$ cat src/rtl/fetch_splitter.sv
// fetch_splitter: splits 64-bit fetch packets into one 32-bit instr/cycle.
// Optional perf_bubble counter enabled by `define FETCH_SPLIT_PERF_EN.
module fetch_splitter #(
  parameter int PCW = 64
) (
  input  logic           clk,
  input  logic           rst,
  input  logic [63:0]    f_data,
  input  logic [PCW-1:0] f_pc,
  input  logic           f_valid,
  output logic           f_ready,
  output logic [31:0]    d_instr,
  output logic [PCW-1:0] d_pc,
  output logic           d_valid,
  input  logic           d_ready,
`ifdef FETCH_SPLIT_PERF_EN
  output logic [31:0]    perf_bubble,
`endif
  input  logic           flush
);

  logic           hold_q, hold_d;
  logic           slot_q, slot_d;
  logic [63:0]    data_q, data_d;
  logic [PCW-1:4] pc_hi_q, pc_hi_d;
  logic           pc_b3_q, pc_b3_d;
  logic           last;
  logic           load;
  logic           issue;
  logic           kill;
  logic           unused_pc;

  // bits [1:0] of the packet PC carry no information
  assign unused_pc = ^f_pc[1:0];

  assign kill    = rst | flush;
  assign last    = hold_q & slot_q;
  assign d_valid = hold_q & ~kill;
  assign f_ready = ~kill & (~hold_q | (d_ready & last));
  assign load    = f_valid & f_ready;
  assign issue   = d_valid & d_ready;
  assign d_instr = slot_q ? data_q[63:32] : data_q[31:0];
  assign d_pc    = {pc_hi_q, pc_b3_q, slot_q, 2'b00};

  // next-state: kill beats load, load beats issue
  always_comb begin
    hold_d  = hold_q;
    slot_d  = slot_q;
    data_d  = data_q;
    pc_hi_d = pc_hi_q;
    pc_b3_d = pc_b3_q;
    if (kill) begin
      hold_d = 1'b0;
      slot_d = 1'b0;
    end else if (load) begin
      hold_d  = 1'b1;
      data_d  = f_data;
      pc_hi_d = f_pc[PCW-1:4];
      pc_b3_d = f_pc[3];
      slot_d  = f_pc[2];
    end else if (issue) begin
      if (!slot_q) slot_d = 1'b1;
      else         hold_d = 1'b0;
    end
  end

  // control state; reset clears valid and slot index
  always_ff @(posedge clk) begin
    if (rst) begin
      hold_q <= 1'b0;
      slot_q <= 1'b0;
    end else begin
      hold_q <= hold_d;
      slot_q <= slot_d;
    end
  end

  // packet payload; only meaningful while hold_q is set
  always_ff @(posedge clk) begin
    data_q  <= data_d;
    pc_hi_q <= pc_hi_d;
    pc_b3_q <= pc_b3_d;
  end

`ifdef FETCH_SPLIT_PERF_EN
  logic [31:0] perf_q, perf_d;
  assign perf_d      = perf_q + 32'd1;
  assign perf_bubble = perf_q;

  // count decoder-ready cycles with nothing to issue
  always_ff @(posedge clk) begin
    if (rst) perf_q <= 32'd0;
    else if (d_ready && !d_valid && !flush) perf_q <= perf_d;
  end
`endif

endmodule

$ cat config.mk
export PLATFORM = sky130hd
export DESIGN_NAME = fetch_splitter
export DESIGN_NICKNAME = d
export VERILOG_FILES = /design/src/rtl/fetch_splitter.sv
export SDC_FILE = /design/constraint.sdc
export NUM_CORES = 1
export LEC_CHECK = 0
export BUFFER_PORTS_ARGS = -buffer_cell sky130_fd_sc_hd__buf_2
export CAP_MARGIN = 20
export CORE_MARGIN = 4
export CORE_UTILIZATION = 45
export CTS_CLUSTER_DIAMETER = 60
export DETAILED_ROUTE_END_ITERATION = 7
export PLACE_DENSITY = 0.91
export SLEW_MARGIN = 30
export SYNTH_ARGS = -nofsm -noshare
export SYNTH_HDL_FRONTEND = slang
export SYNTH_SLANG_ARGS = --single-unit
$ cat constraint.sdc
create_clock -name clk -period 11.2 [get_ports clk]
set_clock_uncertainty 0.2 [all_clocks]
set_input_delay 2.24 -clock clk [delete_from_list [all_inputs] [get_ports clk]]
set_output_delay 2.24 -clock clk [all_outputs]
set_load 0.05 [all_outputs]
==> summary.txt, run 1 <==
Setup path
  – Required time at the worst-slack endpoint: between 8 and 9 ns
  – WP data arrival: around 3.1 ns
  – CP Class: in -> out
  – Crit end category: output port
  – Crit Path Max Fanout: 4
  – Startpoint types: primary input
  – Reg-to-Reg Start: slot_q
  – Crit path launch: flush

Min path
  – Worst Hold Launch: hold_q
  – HP Class: reg -> reg

Floorplanning
  – Die Y: 107 µm
  – Row count: 35
  – Die Area: 11500 µm²
  – I/O Pins: 231
  – Initial Util: 0.471
  – Horiz. Die Dim: 107 µm
  – CORE AREA: approximately 9400 µm²

Timing
  – RSZ-0062 raised after global routing: no
  – Least-Margin Pin Slew: 0.837 ns
  – Rel. slew slack: 0.442
  – F_max: around 0.18 GHz
  – Setup violations, final: 0
  – Final slew viol count: 0
  – Hold Violations, Final: 0
  – Crit path time final: 5.49 ns
  – Setup TNS: 0 ns
  – Period utilisation layout: 0.490

Final layout
  – Total Nets Final: between 500 and 600
  – Area of the multi-input gates: 552 µm²
  – Commonest non-fill, non-tap cell in the layout: buf_2
  – Fillers: 654
  – Syn-to-layout area delta: 40.2%
  – Cell area after layout: between 6000 and 7000 µm²
  – Reg area: 3800 µm²
  – Commonest cells after routing, fill and taps aside: buf_2 (226), edfxtp_1 (125), mux2_4 (29)
  – Final non-filler cell total: 558
  – Share of post-route cells with drive strength above 1: 0.683
  – Number of diodes: 0

Route
  – Total wire length: 10.1 mm
  – Initial DRC Count: 135
  – Vias: around 2500
  – DR DRC count: 0
  – Wire per inst: 18.1 µm
  – DR pass1 iterations: 4
  – Avg Vias per Cell: 4.54
  – Remaining antenna violation count after routing: 0

Logic synthesis
  – Yosys top cell area share: 0.846
  – Cell Area, Synth: 4440 µm²
  – Seq/Total Area, Yosys: 0.855
  – Biggest area consumer among synthesized cells: edfxtp_1
  – Yosys reg bits: 127
  – Synth area leaders: edfxtp_1 (85%), mux2_4 (9.8%), buf_12 (1.4%)
  – Yosys warns: 0
  – Yosys cell types: 17
  – Syn Area/Cell: roughly 25 µm²
  – Synth Instances: around 180

Outcome
  – Status: complete, no violations

CTS
  – Clock Latency Late Sink: 0.51 ns
  – Worst-path clk slew: 0.06 ns
  – Clk buf depth: 2
  – Postcts setup bufs: 0
  – Clock sinks: ~130
  – Post-CTS sizing: 0
  – Cts bufs inserted: 17
  – CTS tree: done
  – CTS H-Tree Depth: 4
  – CTS Root Cell: clkbuf_8
  – Hold Buf Count CTS: 0

Place
  – GP Congestion: slightly below 0.8
  – DP Area: 5650 µm²
  – DPL Wire Length: 7.35 mm
  – Port Buffers: about 230
  – Placed cell count: about 530

GRT
  – Largest net degree at the start of global routing: 69
  – Vias in the first global route: approximately 2800
  – GR Overflow Total: 0
  – GRT Total Usage: 0.176
  – Initial antenna violation count: 0
  – First-pass GRT wire length: 14.8 mm

Pwr
  – Overall Power: ~1200 µW
  – Static Leak: ~0.0026 µW
  – Worst vdd ir: around 140 µV
  – Pwr/cell area: 189 nW/µm²

Flow run
  – Max Cap Viol: 0
## synth_stat cells
cell type and instances:
conb_1 1, a21boi_2 1, and3b_1 1, o21a_1 1, mux2_2 3, and2_1 1
buf_12 3, buf_4 4, dfxtp_1 2, nor3_1 1, mux2_1 1, o221a_1 1
nand2b_1 1, nor2_1 1, mux2_4 29, buf_6 1, edfxtp_1 125
## layout make-up
| class | instances | share of cell area |
|---|---|---|
| flip-flops and latches | 127 | 0.610 |
| repair buffers | 227 | 0.183 |
| multi-input cells | 43 | 0.0886 |
| clock buffers | 18 | 0.0671 |
| well taps | 129 | 0.0259 |
| clock inverters | 14 | 0.0253 |
## kinds of logic after synthesis
| group | Yosys count | synth area share |
|---|---|---|
| flip-flops | 127 | 0.855 |
| multiplexers | 33 | 0.108 |
| AND/OR/NAND/NOR | 5 | 0.00676 |
| buffers and inverters | 8 | 0.0228 |
| AO/OA/AOI/OAI | 3 | 0.00676 |
| other | 1 | 0.000845 |
## critical path, stage by stage
cell and delay (ns):
buf_2 0.11, nor2_1 0.24, and2_1 0.19, buf_2 0.27
## routing by layer
layer,vias to the layer above,part of all wire,track usage
met3,14,0.11,0.0972
met5,-,0,0
li1,1179,-,-
met2,152,0.55,0.307
met1,1188,0.33,0.175
met4,0,0.014,0.0639
## per-stage QoR
stage | util | hold slack, ns | setup WS (ns)
3_3_place_gp | 0.600 | 0.456 | 5.83
5_1_grt | 0.661 | 0.545 | 5.67
2_1_floorplan | - | 0.432 | 5.13
6_report | 0.661 | 0.517 | 5.71
3_5_place_dp | 0.600 | 0.498 | 5.73
4_1_cts | 0.661 | 0.513 | 5.73
## worst paths after layout
check / to / slack [ns] / cells past startpoint
worst max-delay path: d_valid / 5.71 / 4
worst min-delay path: slot_q / 0.52 / 2
worst max register to register: data_q[19] / 7.97 / 3
worst min register to register: slot_q / 0.52 / 2
## power breakdown
| part | switching [µW] | internal [µW] |
|---|---|---|
| sequential | 6.44 | 538 |
| combinational | 64.6 | 33.5 |
| clock | 210 | 321 |
| total | 281 | 893 |
## sequential cells by signal (all words and copies together) (netlist names)
register and count:
slot_q 1, pc_hi_q 60, pc_b3_q 1, data_q 64, hold_q 1
No activity file was read; power rests on OpenSTA's default activity.
==> run 2: changes to the inputs <==
- CORE_UTILIZATION: 45 -> 40
- PLACE_DENSITY: 0.91 -> 0.86
- clock period: 11.2 -> 4.85 ns (I/O delays scaled with it)
==> summary.txt, run 2 (synthesized netlist as in run 1, its figures left out) <==
Route
  – Avg Vias per Cell: 4.40
  – Wire per inst: 16.2 µm
  – DR pass1 iterations: 6
  – Remaining antenna violation count after routing: 0
  – DR DRC count: 0
  – Total wire length: around 9 mm
  – Initial DRC Count: 69
  – Vias: 2502

Floorplanning
  – Initial Util: 0.410
  – CORE AREA: between 10000 and 15000 µm²
  – Horiz. Die Dim: 113 µm
  – Row count: 38
  – Die Area: 12800 µm²
  – I/O Pins: 231
  – Die Y: 113 µm

Setup path
  – Startpoint types: flip-flop
  – CP peak stage delay: 0.78 ns
  – CP cell instances: mux2_2 > buf_2
  – Worst Path Buf+Inv: 1
  – Crit path max-delay family: flip-flops
  – CP Class: reg -> out
  – Crit Path Max Fanout: 35
  – Crit end category: output port
  – Required time at the worst-slack endpoint: 3.68 ns
  – WP data arrival: between 1.5 and 2 ns
  – Max stage delay cell, worst path: dfxtp_4

Timing
  – Final worst slack: 1.78 ns
  – Setup violations, final: 0
  – F_max: 0.326 GHz
  – Setup TNS: 0 ns
  – RSZ-0062 raised after global routing: no
  – Final slew viol count: 0
  – Hold_ws: 0.447 ns
  – Period utilisation layout: 0.633
  – Least-Margin Pin Slew: 0.716 ns
  – Rel. slew slack: 0.523
  – Hold Violations, Final: 0
  – Crit path time final: 3.07 ns

CTS
  – Cts bufs inserted: 17
  – Post-CTS sizing: 0
  – Postcts setup bufs: 0
  – CTS Root Cell: clkbuf_8
  – Worst-path clk slew: 0.06 ns
  – Clock Latency Late Sink: between 0.4 and 0.5 ns
  – Hold Buf Count CTS: 0
  – Clock sinks: roughly 130
  – Clk buf depth: 2
  – CTS H-Tree Depth: 4
  – CTS tree: done

GRT
  – Met1 usage: 0.161
  – GRT Total Usage: 0.144
  – Largest net degree at the start of global routing: around 130
  – Grt peak-use layer: met2
  – GRT met3 Usage: 0.0652
  – GRT met2 Usage: 0.242
  – First-pass GRT wire length: between 10 and 15 mm
  – Vias in the first global route: roughly 2700
  – GR Overflow Total: 0
  – Initial antenna violation count: 0

Flow run
  – Max Cap Viol: 0

Place
  – Placed cell count: around 540
  – Dpl ws: 1.96 ns
  – GP Congestion: 0.728
  – DPL Wire Length: 6.63 mm
  – Port Buffers: roughly 230

Final layout
  – Commonest cells after routing, fill and taps aside: buf_2 (226), edfxtp_1 (125), mux2_4 (29)
  – Commonest non-fill, non-tap cell in the layout: buf_2
  – Share of post-route cells with drive strength above 1: 0.681
  – Number of diodes: 0
  – Max reg flops: 64
  – Largest Register: data_q
  – Total Nets Final: between 500 and 600
  – Final non-filler cell total: 569
  – Syn-to-layout area delta: 41.0%
  – Largest regs: data_q (64), pc_hi_q (60)

Min path
  – HP Class: in -> reg

Pwr
  – Worst vdd ir: 261 µV
  – Static Leak: 0.00259 µW
  – Pwr/cell area: 434 nW/µm²

Outcome
  – Status: complete, no violations
## run 2: cell count changes in the layout (fill, tap and decap cells not counted)
cell        previous run  this run
clkinv_4               0         4
inv_6                  5         1
clkinvlp_4             5         2
clkinv_2               1         3
buf_12                 0         1
buf_4                  1         0
bufinv_16              2         3
clkinv_1               0         1
inv_8                  1         0
## run 2: final timing paths
check	start	end	slack [ns]	depth (start not counted)
max reg2reg	slot_q	data_q[4]	2.38	3
min reg2reg	hold_q	slot_q	0.50	2
min	f_pc[55]	pc_hi_q[55]	0.45	1
max	slot_q	d_instr[28]	1.78	2
## run 2: routing by layer
layer | share of wire | vias up
met3 | 0.10 | 5
met1 | 0.36 | 1183
met5 | 0 | -
li1 | - | 1181
met4 | 0.010 | 0
met2 | 0.53 | 133
## run 2: per-stage QoR
step	utilization	instance area (µm²)	power, µW
after floorplan	-	4440	1430
after global placement	0.523	5670	1500
after detailed placement	0.524	5680	1510
after CTS	0.578	6260	2750
after global routing	0.578	6260	2820
final	0.578	6260	2720
## run 2: power by group
group | internal [µW] | total [µW] | switching (µW)
sequential | 1240 | 1260 | 14.7
combinational | 78.2 | 225 | 147
clock | 782 | 1230 | 451
total | 2100 | 2720 | 613
## run 2: cell type report
type | count | area [µm²]
Timing Repair Buffer | 227 | 1150
Clock buffer | 18 | 418
Multi-Input combinational cell | 43 | 552
Sequential cell | 127 | 3800
Fill cell | 848 | 4580
Tap cell | 140 | 175
Clock inverter | 14 | 168
